===== config.mk =====
export PLATFORM = sky130hd
export DESIGN_NAME = fft_data_input
export DESIGN_NICKNAME = d
export VERILOG_FILES = /design/src/rtl/fft_data_input.sv
export SDC_FILE = /design/constraint.sdc
export NUM_CORES = 1
export LEC_CHECK = 0
export BUFFER_PORTS_ARGS = -buffer_cell sky130_fd_sc_hd__buf_2
export CAP_MARGIN = 20
export CORE_ASPECT_RATIO = 0.6
export CORE_MARGIN = 4
export CORE_UTILIZATION = 58
export CTS_BUF_LIST = sky130_fd_sc_hd__clkbuf_4 sky130_fd_sc_hd__clkbuf_8
export DETAILED_ROUTE_END_ITERATION = 10
export GPL_ROUTABILITY_DRIVEN = 0
export HOLD_SLACK_MARGIN = 0.06
export PLACE_DENSITY = 0.84
export SETUP_SLACK_MARGIN = 0.5
export SYNTH_ARGS = -nofsm -noshare
export SYNTH_HDL_FRONTEND = slang
export SYNTH_SLANG_ARGS = --single-unit

===== constraint.sdc =====
create_clock -name clk -period 8.59 [get_ports clk]
set_input_delay 0.859 -clock clk [delete_from_list [all_inputs] [get_ports clk]]
set_output_delay 0.859 -clock clk [all_outputs]
set_load 0.005 [all_outputs]

===== src/rtl/fft_data_input.sv =====
// rtl/fft_data_input.sv - sample loader: RE/IM RAMs written by software, streamed to the FFT core as AXIS {IM,RE}
module fft_data_input #(
  parameter int NFFT               = 3,
  parameter int POINT_SIZE         = 2**NFFT,
  parameter int N_ELEMENTS         = POINT_SIZE*2,
  parameter int ELEMENTS_ADDR_SIZE = $clog2(N_ELEMENTS)
) (
  input  logic                          clk,
  input  logic                          resetn,
  input  logic                          wEn,
  input  logic [ELEMENTS_ADDR_SIZE-1:0] wAddr,
  input  logic [31:0]                   wData,
  input  logic                          start,
  output logic                          tvalid,
  input  logic                          tready,
  output logic                          tlast,
  output logic [63:0]                   tdata,
  output logic                          busy,
  output logic                          sent
);

  localparam int PADDR = ELEMENTS_ADDR_SIZE - 1;
  localparam logic [PADDR:0]   PS      = (PADDR+1)'(POINT_SIZE);
  localparam logic [PADDR-1:0] LAST_PT = PADDR'(POINT_SIZE - 1);

  localparam logic [1:0] S_IDLE     = 2'd0;
  localparam logic [1:0] S_PREFETCH = 2'd1;
  localparam logic [1:0] S_STREAM   = 2'd2;
  localparam logic [1:0] S_DONE     = 2'd3;

  logic [1:0]       state;
  logic [PADDR-1:0] beat_cnt;
  logic [31:0]      re_mem [POINT_SIZE];
  logic [31:0]      im_mem [POINT_SIZE];
  logic [31:0]      re_rd;
  logic [31:0]      im_rd;
  logic [PADDR:0]   rd_next;
  logic [PADDR-1:0] rd_point;
  logic             rd_en;
  logic             hs;

  // The RAM output register is the second pipeline slot behind tdata: it holds
  // point beat_cnt+1 and only advances on a handshake, so stalls lose nothing.
  always_comb begin
    hs      = tvalid && tready;
    rd_next = '0;
    rd_en   = 1'b0;
    case (state)
      S_IDLE: begin
        rd_next = '0;
        rd_en   = 1'b1;
      end
      S_PREFETCH, S_STREAM: begin
        rd_next = {1'b0, beat_cnt} + {{PADDR{1'b0}}, 1'b1} + {{PADDR{1'b0}}, hs};
        rd_en   = (rd_next < PS);
      end
      default: begin
        rd_next = '0;
        rd_en   = 1'b0;
      end
    endcase
    rd_point = rd_next[PADDR-1:0];
  end

  // RAM contents and read register are deliberately outside reset.
  always_ff @(posedge clk) begin
    if (wEn && !busy) begin
      if (wAddr[0]) im_mem[wAddr[ELEMENTS_ADDR_SIZE-1:1]] <= wData;
      else          re_mem[wAddr[ELEMENTS_ADDR_SIZE-1:1]] <= wData;
    end
    if (rd_en) begin
      re_rd <= re_mem[rd_point];
      im_rd <= im_mem[rd_point];
    end
  end

  always_ff @(posedge clk or negedge resetn) begin
    if (!resetn) begin
      state    <= S_IDLE;
      beat_cnt <= '0;
      tvalid   <= 1'b0;
      tlast    <= 1'b0;
      tdata    <= '0;
      busy     <= 1'b0;
      sent     <= 1'b0;
    end else begin
      case (state)
        S_IDLE: begin
          beat_cnt <= '0;
          if (start) begin
            state <= S_PREFETCH;
            busy  <= 1'b1;
          end
        end
        S_PREFETCH: begin
          state    <= S_STREAM;
          tvalid   <= 1'b1;
          tdata    <= {im_rd, re_rd};
          tlast    <= (LAST_PT == '0);
          beat_cnt <= '0;
        end
        S_STREAM: begin
          if (hs) begin
            if (tlast) begin
              state  <= S_DONE;
              tvalid <= 1'b0;
              tlast  <= 1'b0;
              sent   <= 1'b1;
            end else begin
              tdata    <= {im_rd, re_rd};
              beat_cnt <= beat_cnt + PADDR'(1);
              tlast    <= ((beat_cnt + PADDR'(1)) == LAST_PT);
            end
          end
        end
        default: begin
          sent     <= 1'b0;
          busy     <= 1'b0;
          beat_cnt <= '0;
          state    <= S_IDLE;
        end
      endcase
    end
  end

endmodule


==> flow_metrics.py <==
metrics = {
    "yosys": {
        "syn_avg_cell_area_um2": 17.7,
        "synth_compound_area_share_pct": 11.3,
        "ys_warn_count": 0,
        "ys_types": 50,
        "ys_ff_latch": 649,
        "synth_ff_type": "edfxtp_1",
        "synth_top_family_by_area": "compound AO/OA/AOI/OAI gates",
        "synth-seq-area-share_pct": 73.8,
        "netlist_area_mm2": 0.0259,
        "synth_xor_area_share_pct": 0.135,
        "syn_inst": 1467,
        "synthMuxAreaShare_pct": 7.81,
        "synth_fa_ha_area_share_pct": 0.386,
        "ys_async_sr_fraction_pct": 11.2,
        "synth_fp_nets": 1516,
        "synth_edf_count": 576,
        "synthSimpleGateAreaFrac_pct": 3.16,
    },
    "layout": {
        "nNetsFinal": 1647,
        "fin_util_pct": 65.4,
        "drive_above_1_share_pct": 28.4,
        "fin_cells": 2255,
        "areaGrowthSynthToFinish_pct": 10.4,
    },
    "sta": {
        "max_freq_mhz": 272,
        "slew_violations": 0,
        "fin_skew_ns": 0.0318,
        "slew_headroom_pct": 20.1,
        "min_period_ns": 3.67,
        "rsz0062_at_grt": "false",
        "worst_slew_pin_slew_ns": 1.20,
        "hold_viol_final": 0,
        "fin_tns_setup_ns": 0,
        "fin_crit_sh_pct": 42.8,
        "setup_viol": 0,
    },
    "die": {
        "dieArea_mm2": 0.0483,
        "rows": 59,
        "pin_count": 109,
        "die_h_um": 172,
        "core_mm2": 0.0438,
        "die_w_um": 281,
        "start_util_pct": 59.2,
    },
    "detailed_routing": {
        "ant_nets": 0,
        "dr.pass1.iters": 5,
        "first_iter_violations": 1580,
        "drc_errors": 0,
        "vias": 13932,
        "wl_per_cell_um": 25.1,
        "wl_mm": 56.6,
        "via_per_inst": 6.18,
    },
    "grt": {
        "grt_pass1_vias": 14208,
        "grt_usage_pct": 23.6,
        "antenna_found_initial": 2,
        "grt_pass1_wl_mm": 85.6,
        "grt_max_degree": 162,
        "overflow": 0,
    },
    "power_and_ir_drop": {
        "p_leak_nw": 10.1,
        "p_per_area_mw_per_mm2": 353,
        "intPower_mw": 6.68,
        "ir_worst_vdd_mv": 0.432,
        "power.share.sequential_pct": 41.5,
        "switching_share_pct": 33.9,
        "power_frac_clock_pct": 24.1,
        "switching_power_mw": 3.43,
        "power.total_mw": 10.1,
        "pwr-share-comb_pct": 34.4,
    },
    "setup_path": {
        "start_kind": "flip-flop",
        "crit_top_cell": "buf_4",
        "path_class": "flip-flop to flip-flop",
        "worstPathRequired_ns": 9.10,
        "r2r_end": "im_rd[30]$_DFFE_PP_",
        "path_max_fanout": 43,
        "ff2ff_path_depth": 8,
        "worst_path_max_delay_cell": "buf_4",
        "cp-end-kind": "flip-flop",
        "crit_buf_inv": 4,
        "critPathArrivalTime_ns": 4.18,
        "reg2reg_slack_ns": 4.92,
        "r2r-start": "state[1]$_DFFE_PN0P_",
        "critPathMaxStageDelay_ns": 0.81,
        "path_cells": "inv_1 > ha_2 > buf_4 > buf_4 > and2_4 > buf_4 > nor3_1 > nor2_1",
        "critPathTopFamily": "buffers and inverters",
    },
    "clock_network": {
        "cts_setup_buffers": 0,
        "clk_latency_ns": 0.67,
        "numCtsBuffers": 89,
        "cts_hold_buf": 0,
        "ctsRootBufferMaster": "clkbuf_8",
        "cts_sinks": 649,
        "htree_num_levels": 3,
        "cts-resized-gates": 0,
        "clk_pin_slew_worst_paths_ns": 0.07,
        "cts_tree": "yes",
        "cts_buffer_depth": 3,
    },
    "flow_run": {
        "maxCapViolations": 0,
    },
    "placement": {
        "hpwl_mm": 29.2,
        "dp_cells": 2085,
        "port_buffers": 108,
    },
    "worst_hold_path": {
        "min_path_type": "primary input to asynchronous set/reset pin",
    },
    "run_status": {
        "status": "complete, no violations",
    },
}
-- synthesized netlist by cell type, types with 2 or more instances --
cell type,n,area (µm²)
inv_1,6,22.5
edfxtp_1,576,17300
clkbuf_1,14,52.6
o22ai_1,64,400
a22oi_1,63,473
clkbuf_8,11,151
dfrtp_1,73,1830
ha_1,8,100
mux2_1,60,676
buf_6,11,124
buf_4,20,150
a21oi_1,7,35.0
a2bb2oi_1,3,26.3
bufbuf_8,3,56.3
mux2i_1,128,1280
buf_8,3,45.0
nor2b_1,3,18.8
buf_2,23,115
nor3_1,6,30.0
a21o_1,34,255
mux2_2,4,45.0
xor2_1,2,17.5
o21ai_0,3,15.0
nand2_1,72,270
buf_1,5,18.8
nand3b_1,2,15.0
nand2b_1,3,18.8
and2_1,4,25.0
nand2_2,2,12.5
xnor2_1,2,17.5
a2bb2oi_2,60,901
a21oi_2,60,526
nor2_1,16,60.1
nand3_1,67,335
a21o_2,29,254
buf_12,6,120
-- registers in the layout, indices dropped and copies added (netlist names) --
signal and flops:
im_mem 256, re_mem 256, tdata 64, im_rd 32, re_rd 32, beat_cnt 3, state 2, busy 1
sent 1, tlast 1, tvalid 1
-- cells by family (layout without fill, tap and decap cells) --
logic type / count (synthesis) / count (layout)
AOI/OAI and AO/OA: 329 / 329
other: 0 / 1
and+or+nand+nor: 179 / 179
xor gates and xnor gates: 4 / 4
DFF: 649 / 649
adders and majority gates: 8 / 8
buffers and inverters: 105 / 313
muxes: 193 / 193
-- worst max-delay path by stage --
stage | startpoint | endpoint | slack [ns] | cells past startpoint
floorplan | tready | im_rd[0]$_DFFE_PP_ | 4.20 | 6
global placement | tready | im_rd[31]$_DFFE_PP_ | 4.52 | 8
detailed placement | tready | im_rd[24]$_DFFE_PP_ | 4.45 | 8
CTS | state[1]$_DFFE_PN0P_ | tdata[17]$_DFFE_PN0P_ | 4.94 | 7
global route | state[1]$_DFFE_PN0P_ | tdata[17]$_DFFE_PN0P_ | 4.78 | 7
finish | state[1]$_DFFE_PN0P_ | im_rd[30]$_DFFE_PP_ | 4.92 | 8
-- cell type report --
cell class              instances  area, µm²
well taps                     579        724
inverters                       7       26.3
fillers                      2866      15100
clock inverters                29        178
clock buffers                 139       1690
repair buffers                138        793
diodes                          1       2.50
flip-flops and latches        649      19100
multi-input cells             713       6100
-- power by group through the flow --
stage / Clock [mW] / Combinational (mW) / Sequential [mW]
3_5_place_dp: 0 / 3.48 / 4.26
4_1_cts: 2.47 / 3.49 / 4.20
6_report: 2.43 / 3.48 / 4.19
2_1_floorplan: 0 / 2.71 / 4.21
5_1_grt: 2.62 / 3.73 / 4.23
3_3_place_gp: 0 / 3.34 / 4.25
-- stage by stage --
step | hold WS (ns) | cell area (µm²) | worst slack (ns)
after global routing | 0.176 | 28600 | 4.78
after detailed placement | 0.449 | 26700 | 4.45
after CTS | 0.386 | 28600 | 4.94
after floorplan | 0.439 | 25900 | 4.20
final | 0.166 | 28600 | 4.92
after global placement | 0.447 | 26700 | 4.52
-- layout by cell type (no fill, tap or decap), drive strengths merged, types with 6 or more instances in the layout --
cell and count:
a21o 63, a21oi 67, a22oi 63, a2bb2oi 63, buf 138, clkbuf 139, clkinv 22, dfrtp 73
edfxtp 576, ha 8, inv 11, mux2 64, mux2i 128, nand2 74, nand3 67, nor2 16
nor3 6, o22ai 64
-- layer usage --
layer | GRT usage, % | share of wire, % | up-vias
met4 | 8.01 | 2.4 | 2
met2 | 37.8 | 48 | 694
met5 | 0 | 0.021 | -
li1 | - | - | 6059
met1 | 32.7 | 41 | 7077
met3 | 5.22 | 9.0 | 100
Power figures use the tool's default switching activity.
